File: config.mk
export PLATFORM = sky130hd
export DESIGN_NAME = key_scan_seq
export DESIGN_NICKNAME = d
export VERILOG_FILES = /design/src/rtl/key_scan_seq.sv
export SDC_FILE = /design/constraint.sdc
export NUM_CORES = 1
export LEC_CHECK = 0
export ABC_AREA = 1
export ABC_CLOCK_PERIOD_IN_PS = 2300
export BUFFER_PORTS_ARGS = -buffer_cell sky130_fd_sc_hd__buf_4
export CAP_MARGIN = 5
export CORE_ASPECT_RATIO = 1.4
export CORE_UTILIZATION = 50
export DETAILED_ROUTE_END_ITERATION = 8
export GPL_ROUTABILITY_DRIVEN = 0
export GPL_TIMING_DRIVEN = 1
export HOLD_SLACK_MARGIN = 0.03
export PLACE_DENSITY = 0.82
export SETUP_SLACK_MARGIN = 0.02
export SYNTH_ARGS = -nofsm -noshare
export SYNTH_HDL_FRONTEND = slang
export SYNTH_SLANG_ARGS = --single-unit
File: constraint.sdc
create_clock -name clk -period 2.3 [get_ports clk]
set_clock_uncertainty 0.15 [all_clocks]
set_input_delay 0.46 -clock clk [delete_from_list [all_inputs] [get_ports clk]]
set_output_delay 0.46 -clock clk [all_outputs]
set_load 0.1 [all_outputs]
File: src/rtl/key_scan_seq.sv
// key_scan_seq: debounced piano-key scanner.
// Each key keeps {pressed, cnt} in external RAM through a single-outstanding
// memory-controller handshake. After reset the key bytes are cleared. Each
// scan pass then does a read/update/write for every key, and it emits a
// note-on or note-off event when a key's state flips.
module key_scan_seq #(
  parameter int         NUM_KEYS  = 16,
  parameter int         DEBOUNCE  = 3,
  parameter logic [7:0] BASE_ADDR = 8'h00
) (
  input  logic                clk,
  input  logic                reset,
  input  logic [NUM_KEYS-1:0] key_vec,
  input  logic                scan_go,
  output logic                busy,
  output logic                mc_start,
  output logic                mc_rw,
  output logic [7:0]          mc_addr,
  output logic [7:0]          mc_wdata,
  input  logic [7:0]          mc_rdata,
  input  logic                mc_done,
  output logic                ev_valid,
  output logic                ev_on,
  output logic [7:0]          ev_key,
  input  logic                ev_ready
);

  localparam logic [7:0] LAST_K = 8'(NUM_KEYS - 1);
  localparam logic [3:0] DEB    = 4'(DEBOUNCE);

  typedef enum logic [3:0] {
    INIT_REQ, INIT_WAIT, IDLE, RD_REQ, RD_WAIT, UPD, WR_REQ, WR_WAIT, EVT, NEXT
  } state_t;

  state_t              state_q, state_d;
  logic [7:0]          k_q, k_d;
  logic [NUM_KEYS-1:0] snap_q, snap_d;
  logic [3:0]          data_q, data_d;   // {cnt, pressed} of the current key
  logic                evt_q, evt_d;
  logic                busy_q, busy_d;
  logic                mc_start_q, mc_start_d;
  logic                mc_rw_q, mc_rw_d;
  logic [7:0]          mc_addr_q, mc_addr_d;
  logic [7:0]          mc_wdata_q, mc_wdata_d;
  logic                ev_valid_q, ev_valid_d;
  logic                ev_on_q, ev_on_d;
  logic [7:0]          ev_key_q, ev_key_d;

  // Upper RAM bits carry no state; they are always written back as zero.
  logic rdata_unused;
  assign rdata_unused = ^mc_rdata[7:4];

  // Zero-extended snapshot so any 8-bit key index is a legal bit select.
  logic [255:0] snap_pad;
  assign snap_pad = 256'(snap_q);

  logic [2:0] cnt_rd;
  logic       prs_rd, raw;
  logic [3:0] upd_data;
  logic       upd_evt;

  // Debounce update of the key just read; out-of-range counts saturate.
  always_comb begin
    cnt_rd   = data_q[3:1];
    prs_rd   = data_q[0];
    raw      = snap_pad[k_q];
    upd_evt  = 1'b0;
    upd_data = {3'd0, prs_rd};
    if ({1'b0, cnt_rd} >= DEB) cnt_rd = 3'(DEBOUNCE - 1);
    if (raw == prs_rd) begin
      upd_data = {3'd0, prs_rd};
    end else if ({1'b0, cnt_rd} + 4'd1 == DEB) begin
      upd_data = {3'd0, raw};
      upd_evt  = 1'b1;
    end else begin
      upd_data = {cnt_rd + 3'd1, prs_rd};
    end
  end

  // Next-state and registered-output logic; mc_start is high for the single
  // cycle after each *_REQ state, and the bus fields hold until the next request.
  always_comb begin
    state_d    = state_q;
    k_d        = k_q;
    snap_d     = snap_q;
    data_d     = data_q;
    evt_d      = evt_q;
    busy_d     = busy_q;
    mc_start_d = 1'b0;
    mc_rw_d    = mc_rw_q;
    mc_addr_d  = mc_addr_q;
    mc_wdata_d = mc_wdata_q;
    ev_valid_d = ev_valid_q;
    ev_on_d    = ev_on_q;
    ev_key_d   = ev_key_q;
    case (state_q)
      INIT_REQ: begin
        mc_start_d = 1'b1;
        mc_rw_d    = 1'b1;
        mc_addr_d  = BASE_ADDR + k_q;
        mc_wdata_d = 8'h00;
        state_d    = INIT_WAIT;
      end
      INIT_WAIT: if (mc_done) begin
        if (k_q == LAST_K) begin
          k_d     = 8'd0;
          busy_d  = 1'b0;
          state_d = IDLE;
        end else begin
          k_d     = k_q + 8'd1;
          state_d = INIT_REQ;
        end
      end
      IDLE: if (scan_go) begin
        snap_d  = key_vec;
        k_d     = 8'd0;
        busy_d  = 1'b1;
        state_d = RD_REQ;
      end
      RD_REQ: begin
        mc_start_d = 1'b1;
        mc_rw_d    = 1'b0;
        mc_addr_d  = BASE_ADDR + k_q;
        state_d    = RD_WAIT;
      end
      RD_WAIT: if (mc_done) begin
        data_d  = mc_rdata[3:0];
        state_d = UPD;
      end
      UPD: begin
        data_d  = upd_data;
        evt_d   = upd_evt;
        state_d = WR_REQ;
      end
      WR_REQ: begin
        mc_start_d = 1'b1;
        mc_rw_d    = 1'b1;
        mc_addr_d  = BASE_ADDR + k_q;
        mc_wdata_d = {4'h0, data_q};
        state_d    = WR_WAIT;
      end
      WR_WAIT: if (mc_done) begin
        if (evt_q) begin
          ev_valid_d = 1'b1;
          ev_key_d   = k_q;
          ev_on_d    = data_q[0];
          state_d    = EVT;
        end else begin
          state_d = NEXT;
        end
      end
      EVT: if (ev_ready) begin
        ev_valid_d = 1'b0;
        state_d    = NEXT;
      end
      NEXT: begin
        if (k_q == LAST_K) begin
          busy_d  = 1'b0;
          state_d = IDLE;
        end else begin
          k_d     = k_q + 8'd1;
          state_d = RD_REQ;
        end
      end
      default: state_d = INIT_REQ;
    endcase
  end

  // State and output registers; reset lands in INIT_REQ with busy set.
  always_ff @(posedge clk or negedge reset) begin
    if (!reset) begin
      state_q    <= INIT_REQ;
      k_q        <= 8'd0;
      snap_q     <= '0;
      data_q     <= 4'd0;
      evt_q      <= 1'b0;
      busy_q     <= 1'b1;
      mc_start_q <= 1'b0;
      mc_rw_q    <= 1'b0;
      mc_addr_q  <= 8'd0;
      mc_wdata_q <= 8'd0;
      ev_valid_q <= 1'b0;
      ev_on_q    <= 1'b0;
      ev_key_q   <= 8'd0;
    end else begin
      state_q    <= state_d;
      k_q        <= k_d;
      snap_q     <= snap_d;
      data_q     <= data_d;
      evt_q      <= evt_d;
      busy_q     <= busy_d;
      mc_start_q <= mc_start_d;
      mc_rw_q    <= mc_rw_d;
      mc_addr_q  <= mc_addr_d;
      mc_wdata_q <= mc_wdata_d;
      ev_valid_q <= ev_valid_d;
      ev_on_q    <= ev_on_d;
      ev_key_q   <= ev_key_d;
    end
  end

  assign busy     = busy_q;
  assign mc_start = mc_start_q;
  assign mc_rw    = mc_rw_q;
  assign mc_addr  = mc_addr_q;
  assign mc_wdata = mc_wdata_q;
  assign ev_valid = ev_valid_q;
  assign ev_on    = ev_on_q;
  assign ev_key   = ev_key_q;

endmodule

==> summary.md <==
| Metric | Value |
|---|---|
| CP Data Arrival Time | 2.09 ns |
| Num CTS Buffers | 9 |
| Cell Rows | 32 |
| Syn Inst Count | 357 |
| I/O pins | 58 |
| Final setup vio count | 0 |
| Initial DRC Count | 130 |
| Mapped Area | 0.00292 mm^2 |
| Clock root buffer master | clkbuf_8 |
| Slew Limit Fails | 0 |
| Max-cap viol count | 0 |
| Die height | 92.4 um |
| Area Overhead vs Synth | 19.7% |
| Vias/cell | 5.11 |
| Power density cells | 1600 mW/mm^2 |
| Reg2Reg Setup Slack | 0.28 ns |
| Antenna-violating nets left | 0 |
| # nets final | 442 |
| Post-Syn Area per Cell | 8.18 um^2 |
| Core area | 0.00557 mm^2 |
| Pre-CTS setup slack | 0.303 ns |
| Crit start category | flop |
| Register bit total from synthesis | 58 |
| Main synth FF type | dfrtp_1 |
| Crit path max fanout | 11 |
| Maximum vdd drop | 1.07 mV |
| Drt first pass iters | 5 |
| Crit path required time | 2.37 ns |
| Final Hold Vio Count | 0 |
| WL/cell | 12.9 um |
| CP Cell Sequence | ha_1 -> inv_1 -> nor2_1 -> nand2_1 -> inv_1 -> o21ai_1 -> nor2_1 -> nor2_1 |
| Port bufs | 49 |
| RSZ-0062 raised after global routing | no |
| Crit Path Class | flop to flop |
| Count of different cell masters after synthesis | 37 |
| Die W | 66.6 um |
| Starting Density | 52.5% |
| N_diodes | 0 |
| Critical Path Max Stage Delay | 0.55 ns |
| CTS resizes | 0 |
| Slew margin rel. | 52.1% |
| CTS tree | built |
| Worst skew pair latency | 0.35 ns |
| Post-synthesis sequential area ratio | 49.7% |
| Yosys warns | 0 |
| Initial antenna violation count | 0 |
| EDFF count, synth | 0 |
| Post-CTS setup buffer count | 0 |
| Status | finished, final reports clean |
| DRC Markers | 0 |
| Final critical-path required period | 2.02 ns |
| Setup TNS | 0 ns |
| Worst slew pin tran | 0.719 ns |
| DIE AREA | 0.00615 mm^2 |
| Congestion Overflow GR | 0 |
| Share of layout cells above drive strength 1 | 23.6% |
| Static leakage | 1.76 nW |
| Final WS setup | 0.275 ns |
| Hold Crit Class | input port to async pin |
| Vias | 2469 |
| Period utilization | 88.0% |
| Async set-reset flop share out of synthesis | 100% |
| DP HPWL | 4540 um |
| Largest net degree at the start of global routing | 59 |
| Post-CTS Hold Fix Bufs | 0 |
| Longest Clk Path Bufs | 2 |
| Slowest CP cell | dfrtp_1 |
| Most frequent cells in the layout | nand2_1 (66), dfrtp_1 (57), buf_4 (50), inv_1 (45), nor2_1 (41) |
| Number of global-route vias before repair | 2470 |
| Total wire length | 6240 um |
| WHS | 0.0161 ns |
| Filler Cells Inserted | 514 |
| Commonest non-fill, non-tap cell in the layout | nand2_1 |
| Max Freq | 494 MHz |
| CP most frequent cell | nor2_1 |
| H-Tree Depth | 3 |
| First-pass GRT wire length | 10600 um |
| Clock-pin slew on the worst setup and hold paths | 0.07 ns |
| CTS Sinks | 58 |
| Crit. End Element | flop |
| Tot GR Track Use | 22.8% |
-- Yosys cell counts, drive strengths merged (2+ instances only) --
cell type	count	area share, %
nand4	2	0.43
buf	8	2.4
nand2	69	9.3
clkbuf	3	0.39
nor2	46	6.7
nand3	21	3.6
dfrtp	57	49
nor4	4	1.3
ha	3	1.3
o21ai	29	5.6
xor2	3	0.90
nor3	9	2.1
inv	58	7.5
o22ai	2	0.43
a21oi	34	6.1
-- cell type report --
type	count	area (um^2)	area share (%)
inverter	58	220	6.30
sequential	58	1450	41.6
clock inverter	5	55.1	1.57
clock buffer	11	131	3.76
multi-input combinational	233	1180	33.6
timing repair buffer	50	375	10.7
tap	68	85.1	2.43
-- critical path: cells and delay by family (launching register included) --
kind | cells | cell delay (ns)
simple gates | 4 | 0.67
flops | 1 | 0.55
buf+inv | 2 | 0.22
fa+ha+maj | 1 | 0.20
compound gates | 1 | 0.10
-- kinds of logic after synthesis --
kind of cell / after synthesis / synth area share, %
multiplexers: 1 / 0.386
adder cells (fa/ha/maj): 3 / 1.29
XOR/XNOR: 3 / 0.900
buffers and inverters: 69 / 10.4
AO/OA/AOI/OAI: 70 / 13.4
other: 1 / 0.128
AND/OR/NAND/NOR: 152 / 23.8
flip-flops: 58 / 49.7
-- sequential cells by signal, indices dropped and copies added (netlist names), 4 cells and up --
| register | cells |
|---|---|
| state_q | 4 |
| snap_q | 16 |
| mc_addr | 8 |
| ev_key | 8 |
| k_q | 8 |
| mc_wdata | 4 |
| data_q | 4 |
-- metrics by stage --
stage	std cells	power, mW	util, %	instance area, um^2
floorplan	360	4.08	-	2930
global placement	467	4.60	59.5	3310
detailed placement	467	4.69	59.5	3310
CTS	483	5.61	62.8	3500
global route	483	5.94	62.8	3500
finish	483	5.59	62.8	3500
-- where the power goes --
group	total, mW	internal (mW)	switching (mW)
clock network	0.915	0.497	0.419
logic	2.98	0.755	2.22
registers	1.70	1.42	0.272
-- path summary, 6_finish.rpt --
| kind | startpoint | end | cells past startpoint |
|---|---|---|---|
| setup / recovery | k_q[0]$_DFFE_PN0P_ | k_q[3]$_DFFE_PN0P_ | 8 |
| hold / removal | reset | k_q[5]$_DFFE_PN0P_ | 1 |
| setup reg to reg | k_q[0]$_DFFE_PN0P_ | k_q[3]$_DFFE_PN0P_ | 8 |
| hold reg to reg | busy$_DFFE_PN1P_ | busy$_DFFE_PN1P_ | 2 |
| max in group asynchronous | reset | k_q[3]$_DFFE_PN0P_ | 1 |
| min in group clk | key_vec[14] | snap_q[14]$_DFFE_PN0P_ | 3 |
-- layer usage --
metal / share of wire, % / vias to the layer above / track usage, %
li1: - / 1245 / -
met5: 0 / - / 0
met4: 2.7 / 0 / 12.2
met3: 3.6 / 16 / 4.80
met1: 41 / 1148 / 25.9
met2: 53 / 60 / 39.0
No activity file was read; power rests on OpenSTA's default activity.
